**config.mk**
```make
export PLATFORM = sky130hd
export DESIGN_NAME = frame_decoder_flat
export DESIGN_NICKNAME = d
export VERILOG_FILES = /design/src/rtl/frame_pkg.sv /design/src/rtl/frame_decoder_if.sv /design/src/rtl/frame_checksum.sv /design/src/rtl/frame_decoder.sv /design/src/flat_wrapper.sv
export SDC_FILE = /design/constraint.sdc
export NUM_CORES = 1
export LEC_CHECK = 0
export CAP_MARGIN = 25
export CORE_AREA = 2 2 91 93
export DETAILED_ROUTE_END_ITERATION = 16
export DIE_AREA = 0 0 93 95
export GPL_ROUTABILITY_DRIVEN = 0
export PLACE_DENSITY = 0.58
export SLEW_MARGIN = 20
export SYNTH_ARGS = -nofsm -noshare
export SYNTH_HDL_FRONTEND = slang
export SYNTH_SLANG_ARGS = --single-unit
```
**constraint.sdc**
```tcl
create_clock -name clk_12MHz -period 2.7 [get_ports clk_12MHz]
set_clock_uncertainty 0.1 [all_clocks]
set_input_delay 0.54 -clock clk_12MHz [delete_from_list [all_inputs] [get_ports clk_12MHz]]
set_output_delay 0.54 -clock clk_12MHz [all_outputs]
set_load 0.02 [all_outputs]
```
**src/rtl/frame_pkg.sv**
```systemverilog
// Shared definitions for the frame decoder: FSM state encoding and the default
// framing characters.
// Optional feature macro: FRAME_DECODER_CHECKSUM_EN (used by frame_decoder).
package frame_pkg;

  typedef enum logic [1:0] {
    IDLE = 2'd0,
    RECV = 2'd1,
    ESC  = 2'd2,
    HOLD = 2'd3
  } state_e;

  localparam logic [7:0] START_CHAR_DEF = 8'h7E;
  localparam logic [7:0] END_CHAR_DEF   = 8'h7F;
  localparam logic [7:0] ESC_CHAR_DEF   = 8'h7D;

  // Width of a payload length/index for a given maximum payload size.
  function automatic int unsigned len_width(input int unsigned max_len);
    return $clog2(max_len + 1);
  endfunction

endpackage

```
**src/rtl/frame_decoder_if.sv**
```systemverilog
// Byte-stream / frame-read bus between a producer-consumer and frame_decoder.
// Signals:
//   rx_data, rx_strobe  : received byte and its single-cycle strobe
//   frame_ready         : a complete frame is held
//   frame_len           : payload length of the held frame
//   rd_index, rd_byte   : combinational read port into the held frame
//   frame_ack           : consumer releases the held frame
//   err_overflow, err_dropped, err_checksum : single-cycle error pulses
// Modports: master (producer/consumer side), slave (decoder side).
// Optional feature macro: FRAME_DECODER_CHECKSUM_EN (affects only the decoder).
interface frame_decoder_if #(
  parameter int unsigned LW = 3
) ();

  logic [7:0]    rx_data;
  logic          rx_strobe;
  logic          frame_ready;
  logic [LW-1:0] frame_len;
  logic [LW-1:0] rd_index;
  logic [7:0]    rd_byte;
  logic          frame_ack;
  logic          err_overflow;
  logic          err_dropped;
  logic          err_checksum;

  modport master (
    output rx_data, rx_strobe, rd_index, frame_ack,
    input  frame_ready, frame_len, rd_byte, err_overflow, err_dropped, err_checksum
  );

  modport slave (
    input  rx_data, rx_strobe, rd_index, frame_ack,
    output frame_ready, frame_len, rd_byte, err_overflow, err_dropped, err_checksum
  );

endinterface

```
**src/rtl/frame_checksum.sv**
```systemverilog
// Running 8-bit modular sum of stored frame bytes with clear/add controls and a
// zero flag. Only instantiated when FRAME_DECODER_CHECKSUM_EN is defined.
// Ports:
//   clk_12MHz, reset : clock, synchronous active-high reset
//   i_clear          : restart the sum at zero (takes priority over i_add)
//   i_add, i_byte    : accumulate i_byte into the sum
//   o_zero           : current sum equals zero mod 256
module frame_checksum (
  input  logic       clk_12MHz,
  input  logic       reset,
  input  logic       i_clear,
  input  logic       i_add,
  input  logic [7:0] i_byte,
  output logic       o_zero
);

  logic [7:0] r_sum;

  always_ff @(posedge clk_12MHz) begin
    if (reset) begin
      r_sum <= 8'h00;
    end else if (i_clear) begin
      r_sum <= 8'h00;
    end else if (i_add) begin
      r_sum <= r_sum + i_byte;
    end
  end

  assign o_zero = (r_sum == 8'h00);

endmodule

```
**src/rtl/frame_decoder.sv**
```systemverilog
// Byte-stream frame decoder. Frames are START_CHAR, payload, END_CHAR; ESC_CHAR
// makes the following byte literal. A completed frame is held until frame_ack
// and may be read through the rd_index/rd_byte port.
// Optional feature macro: FRAME_DECODER_CHECKSUM_EN -- the last stored byte is
// a checksum; the 8-bit sum of all stored bytes must be zero to accept a frame.
// Ports:
//   clk_12MHz : sole clock, rising edge
//   reset     : synchronous, active-high
//   bus       : frame_decoder_if slave modport (byte input, frame read, errors)
module frame_decoder
  import frame_pkg::*;
#(
  parameter int unsigned MAX_LEN    = 6,
  parameter logic [7:0]  START_CHAR = START_CHAR_DEF,
  parameter logic [7:0]  END_CHAR   = END_CHAR_DEF,
  parameter logic [7:0]  ESC_CHAR   = ESC_CHAR_DEF
) (
  input  logic           clk_12MHz,
  input  logic           reset,
  frame_decoder_if.slave bus
);

  localparam int unsigned LW = len_width(MAX_LEN);
`ifdef FRAME_DECODER_CHECKSUM_EN
  localparam int unsigned DEPTH = MAX_LEN + 1;  // payload plus checksum byte
`else
  localparam int unsigned DEPTH = MAX_LEN;
`endif
  localparam int unsigned CW = $clog2(DEPTH + 1);
  localparam int unsigned AW = (DEPTH > 1) ? $clog2(DEPTH) : 1;

  state_e          r_state, w_state_next;
  logic [CW-1:0]   r_count, w_count_next;
  logic [LW-1:0]   r_len, w_len_next;
  logic            r_err_ovf, w_err_ovf;
  logic            r_err_drop, w_err_drop;
  logic            w_store_req;
  logic            w_store;
  logic [AW-1:0]   w_wr_addr;
  logic [AW-1:0]   w_rd_addr;
  logic [7:0]      r_buf [DEPTH];

`ifdef FRAME_DECODER_CHECKSUM_EN
  logic            r_err_cks, w_err_cks;
  logic            w_sum_clear;
  logic            w_sum_zero;
  logic [CW-1:0]   w_count_dec;

  assign w_count_dec = r_count - CW'(1);
`endif

  assign w_wr_addr = r_count[AW-1:0];
  assign w_rd_addr = AW'(bus.rd_index);

  always_comb begin
    w_state_next = r_state;
    w_count_next = r_count;
    w_len_next   = r_len;
    w_err_ovf    = 1'b0;
    w_err_drop   = 1'b0;
    w_store_req  = 1'b0;
    w_store      = 1'b0;
`ifdef FRAME_DECODER_CHECKSUM_EN
    w_err_cks    = 1'b0;
    w_sum_clear  = 1'b0;
`endif

    case (r_state)
      IDLE: begin
        if (bus.rx_strobe && (bus.rx_data == START_CHAR)) begin
          w_count_next = '0;
          w_state_next = RECV;
`ifdef FRAME_DECODER_CHECKSUM_EN
          w_sum_clear  = 1'b1;
`endif
        end
      end

      RECV: begin
        if (bus.rx_strobe) begin
          if (bus.rx_data == START_CHAR) begin
            // Resync: drop the partial frame silently.
            w_count_next = '0;
`ifdef FRAME_DECODER_CHECKSUM_EN
            w_sum_clear  = 1'b1;
`endif
          end else if (bus.rx_data == END_CHAR) begin
`ifdef FRAME_DECODER_CHECKSUM_EN
            // A lone checksum byte carries no payload.
            if (r_count <= CW'(1)) begin
              w_state_next = IDLE;
            end else if (!w_sum_zero) begin
              w_err_cks    = 1'b1;
              w_state_next = IDLE;
            end else begin
              w_len_next   = LW'(w_count_dec);
              w_state_next = HOLD;
            end
`else
            if (r_count == '0) begin
              w_state_next = IDLE;
            end else begin
              w_len_next   = LW'(r_count);
              w_state_next = HOLD;
            end
`endif
          end else if (bus.rx_data == ESC_CHAR) begin
            w_state_next = ESC;
          end else begin
            w_store_req = 1'b1;
          end
        end
      end

      ESC: begin
        if (bus.rx_strobe) begin
          w_store_req  = 1'b1;
          w_state_next = RECV;
        end
      end

      HOLD: begin
        if (bus.rx_strobe) begin
          w_err_drop = 1'b1;
        end
        if (bus.frame_ack) begin
          w_len_next   = '0;
          w_state_next = IDLE;
        end
      end

      default: begin
        w_state_next = IDLE;
      end
    endcase

    // Shared store path for RECV data and escaped literals; a full buffer
    // aborts the frame and overrides whatever state was chosen above.
    if (w_store_req) begin
      if (r_count == CW'(DEPTH)) begin
        w_err_ovf    = 1'b1;
        w_count_next = '0;
        w_state_next = IDLE;
      end else begin
        w_store      = 1'b1;
        w_count_next = r_count + CW'(1);
      end
    end
  end

  always_ff @(posedge clk_12MHz) begin
    if (reset) begin
      r_state    <= IDLE;
      r_count    <= '0;
      r_len      <= '0;
      r_err_ovf  <= 1'b0;
      r_err_drop <= 1'b0;
    end else begin
      r_state    <= w_state_next;
      r_count    <= w_count_next;
      r_len      <= w_len_next;
      r_err_ovf  <= w_err_ovf;
      r_err_drop <= w_err_drop;
    end
  end

  // Buffer contents are never reset; reads are masked outside a held frame.
  always_ff @(posedge clk_12MHz) begin
    if (!reset && w_store) begin
      r_buf[w_wr_addr] <= bus.rx_data;
    end
  end

`ifdef FRAME_DECODER_CHECKSUM_EN
  always_ff @(posedge clk_12MHz) begin
    if (reset) begin
      r_err_cks <= 1'b0;
    end else begin
      r_err_cks <= w_err_cks;
    end
  end

  frame_checksum u_checksum (
    .clk_12MHz (clk_12MHz),
    .reset     (reset),
    .i_clear   (w_sum_clear),
    .i_add     (w_store),
    .i_byte    (bus.rx_data),
    .o_zero    (w_sum_zero)
  );

  assign bus.err_checksum = r_err_cks;
`else
  assign bus.err_checksum = 1'b0;
`endif

  assign bus.frame_ready  = (r_state == HOLD);
  assign bus.frame_len    = r_len;
  assign bus.err_overflow = r_err_ovf;
  assign bus.err_dropped  = r_err_drop;

  always_comb begin
    bus.rd_byte = 8'h00;
    if ((r_state == HOLD) && (bus.rd_index < r_len)) begin
      bus.rd_byte = r_buf[w_rd_addr];
    end
  end

endmodule

```
**src/flat_wrapper.sv**
```systemverilog
// flat-port wrapper written by rule: the top's interface ports become plain ports
module frame_decoder_flat import frame_pkg::*;
#(
  parameter int unsigned MAX_LEN    = 6,
  parameter logic [7:0]  START_CHAR = START_CHAR_DEF,
  parameter logic [7:0]  END_CHAR   = END_CHAR_DEF,
  parameter logic [7:0]  ESC_CHAR   = ESC_CHAR_DEF
)
  (clk_12MHz, reset, bus_rx_data, bus_rx_strobe, bus_rd_index, bus_frame_ack, bus_frame_ready, bus_frame_len, bus_rd_byte, bus_err_overflow, bus_err_dropped, bus_err_checksum);
  frame_decoder_if #(.LW(($clog2(MAX_LEN + 1)))) bus_i ();
  input  logic clk_12MHz;
  input  logic reset;
  input wire logic [$bits(bus_i.rx_data)-1:0] bus_rx_data;
  input wire logic [$bits(bus_i.rx_strobe)-1:0] bus_rx_strobe;
  input wire logic [$bits(bus_i.rd_index)-1:0] bus_rd_index;
  input wire logic [$bits(bus_i.frame_ack)-1:0] bus_frame_ack;
  output wire logic [$bits(bus_i.frame_ready)-1:0] bus_frame_ready;
  output wire logic [$bits(bus_i.frame_len)-1:0] bus_frame_len;
  output wire logic [$bits(bus_i.rd_byte)-1:0] bus_rd_byte;
  output wire logic [$bits(bus_i.err_overflow)-1:0] bus_err_overflow;
  output wire logic [$bits(bus_i.err_dropped)-1:0] bus_err_dropped;
  output wire logic [$bits(bus_i.err_checksum)-1:0] bus_err_checksum;
  assign bus_i.rx_data = bus_rx_data;
  assign bus_i.rx_strobe = bus_rx_strobe;
  assign bus_i.rd_index = bus_rd_index;
  assign bus_i.frame_ack = bus_frame_ack;
  assign bus_frame_ready = bus_i.frame_ready;
  assign bus_frame_len = bus_i.frame_len;
  assign bus_rd_byte = bus_i.rd_byte;
  assign bus_err_overflow = bus_i.err_overflow;
  assign bus_err_dropped = bus_i.err_dropped;
  assign bus_err_checksum = bus_i.err_checksum;
  frame_decoder #(.MAX_LEN(MAX_LEN), .START_CHAR(START_CHAR), .END_CHAR(END_CHAR), .ESC_CHAR(ESC_CHAR)) u_core (.clk_12MHz(clk_12MHz), .reset(reset), .bus(bus_i));
endmodule
```
==> results.yml, run 1 <==
layout:
  finalNonFillerCells: 368
  areaGrowthSynthToFinish_pct: 33.6
  fill_cells: 725
  fin_nets: 281
  antennaDiodeCount: 0
  post-route-util: 0.456
  layout-drive-gt1-share: 0.278
clock_tree:
  clock_sinks: 58
  clockRootBuffer: "clkbuf_8"
  clock_path_buffers: 2
  clkTransAtPathRegs_ns: 0.06
  cts_hold_buf: 0
  worstSkewPairLatency_ns: 0.34
  htree_num_levels: 3
  cts_tree: "built"
  cts_buffers: 9
power:
  irDropWorstVdd_mv: 0.199
  powerDensity_nw_per_um2: 536
  p_leak_nw: 1.25
  finalPower_mw: 1.94
sta:
  setup_violations: 0
  tns_ns: 0
  post-route-period-util: 0.978
  max_freq_mhz: 379
  hold_viol_final: 0
  drv_slew: 0
  post-route-min-period_ns: 2.64
global_routing:
  grt_pass1_wl_um: 9580
  antenna_found_initial: 0
  first_global_vias: 1815
  grt_max_degree: 17
  grt_remaining_overflow: 0
  grt.total_usage: 0.149
logic_synthesis:
  synth.cell_area_um2: 2700
  yosysWarnings: 0
  yosys_most_used_dff: "edfxtp_1"
  synth_top_area_cell: "edfxtp_1"
  synth_nets: 221
  synth_edf_count: 48
  yosysTopAreaCellShare: 0.533
  synth-seq-cells: 58
  seq_area_frac_synth: 0.607
  synth_common_cells: "edfxtp_1 (48), nor2_1 (14), dfxtp_1 (10), a211oi_1 (9), nand2_1 (9)"
  synth_cell_types: 43
  netlist_top_cells_area: "edfxtp_1 (53%), dfxtp_1 (7.4%), mux4_2 (6.7%)"
  syn_inst: 200
  avgSynthCellArea_um2: 13.5
  synthArstFlopShare: 0
  yosysMostFrequentCell: "edfxtp_1"
die:
  die_w_um: 93
  start_util: 0.341
  num_io_pins: 30
  core_area_um2: 7930
  dieArea_um2: 8840
  die_h_um: 95
  rows: 33
routing:
  wl_per_cell_um: 16.6
  firstDrtPassIters: 4
  antenna_left: 0
  vias: 1865
  finalWirelength_um: 6090
  route.detailed.drc: 0
  drtIter0Drc: 65
  viasPerCell: 5.07
critical_path:
  cp_cell_sequence: "dlygate4sd2_1 -> bufbuf_16 -> mux4_2 -> nor2_1 -> a211oi_2 -> buf_4"
  cpPeakStageDelay_ns: 0.48
  crit_slowest_cell: "mux4_2"
  cp_top_family: "buffers and inverters"
  crit_fanout: 6
  cp.required_ns: 2.06
  path_class: "in -> out"
  startpoint_type: "primary input"
  setup.worst_path.end_class: "output pin"
  arrival_ns: 2.00
  worst-path-buf-inv: 3
place:
  portBuffers: 28
  post-place-cells: 352
  dpl.hpwl_um: 4050
status:
  outcome: "completed"
hold_path:
  hold_path.class: "reg -> reg"
flow_run:
  drv_cap: 0
==> layout by cell type, fill, tap and decap left out, types with 4 or more instances in the layout <==
cell | netlist | routed
nor2_1 | 14 | 14
nand4b_1 | 4 | 4
a211oi_2 | 0 | 5
mux2i_1 | 8 | 8
edfxtp_1 | 48 | 48
dfxtp_1 | 10 | 10
inv_1 | 7 | 7
ha_1 | 6 | 6
clkbuf_8 | 0 | 9
nand4_1 | 4 | 4
a21oi_1 | 7 | 7
nor2b_1 | 5 | 5
nand2_1 | 9 | 9
mux4_2 | 8 | 8
nand2b_1 | 6 | 6
buf_2 | 7 | 5
clkdlybuf4s50_1 | 0 | 19
buf_12 | 0 | 5
nor3_1 | 6 | 6
buf_4 | 2 | 29
==> per-layer routing <==
metal,track usage,part of all wire
met5,0,0
met1,0.186,0.43
met3,0.0439,0.045
met4,0.0478,0.016
met2,0.251,0.51
==> flip-flops by register name (all words and copies together) (netlist names) <==
register	cells
u_core.r_count	3
u_core.bus.frame_len	3
u_core.bus.err_dropped	1
u_core.bus.err_overflow	1
u_core.r_buf	48
u_core.r_state	2
==> tightest hold or removal path, delay by kind of cell (launching register included) <==
kind	cells	cell delay, ns
flops	1	0.33
compound gates	2	0.12
simple gates	1	0.06
==> per-stage QoR <==
stage	hold slack (ns)	instance area, um^2	setup WS (ns)
2_1_floorplan	0.377	2700	-0.0818
3_3_place_gp	0.447	3370	-0.485
3_5_place_dp	0.452	3370	-0.518
4_1_cts	0.461	3580	0.0123
5_1_grt	0.501	3610	-0.0264
6_report	0.459	3610	0.0581
==> kinds of logic after synthesis <==
logic type / share of synthesized area
AO/OA/AOI/OAI: 0.0939
adder cells (fa/ha/maj): 0.0278
buffers and inverters: 0.0338
flip-flops: 0.607
multiplexers: 0.0963
other: 0.00139
AND/OR/NAND/NOR: 0.140
==> report_power, final <==
group | internal (mW) | switching (mW)
Sequential | 0.968 | 0.000664
Clock | 0.505 | 0.325
Combinational | 0.0702 | 0.0694
==> path summary, 6_finish.rpt <==
kind	start	to	slack [ns]	depth (start not counted)
min	u_core.bus.frame_len[0]$_SDFFE_PP0P_	u_core.bus.frame_len[0]$_SDFFE_PP0P_	0.46	3
min reg2reg	u_core.bus.frame_len[0]$_SDFFE_PP0P_	u_core.bus.frame_len[0]$_SDFFE_PP0P_	0.46	3
max	bus_rd_index[0]	bus_rd_byte[4]	0.06	6
max reg2reg	u_core.r_state[0]$_SDFF_PP0_	u_core.r_buf[5][7]$_DFFE_PP_	0.43	8
==> layout make-up <==
cell class                      instances  area (um^2)  share of cell area
Sequential cell                        58         1640               0.454
Multi-Input combinational cell        122         1020               0.283
Timing Repair Buffer                   62          597               0.165
Tap cell                              105          131              0.0364
Clock buffer                           10          128              0.0353
Clock inverter                          4         68.8              0.0190
Inverter                                7         26.3             0.00727
==> timing repair <==
item                       CTS  global route
buffers inserted             1             0
setup endpoints to repair    8             8
gates resized for setup     44             9
pin swaps                    0             0
gates cloned                 1             0
Note: power is estimated with default switching activity, not from simulation.
==> run 2, diff against run 1 <==
--- a/config.mk
+++ b/config.mk
@@ -9,7 +9,6 @@
 export CORE_AREA = 2 2 91 93
 export DETAILED_ROUTE_END_ITERATION = 16
 export DIE_AREA = 0 0 93 95
-export GPL_ROUTABILITY_DRIVEN = 0
 export PLACE_DENSITY = 0.58
 export SLEW_MARGIN = 20
 export SYNTH_ARGS = -nofsm -noshare
==> results of run 2 <==
Same layout as run 1: the final DEF is identical, and so are final timing and power.
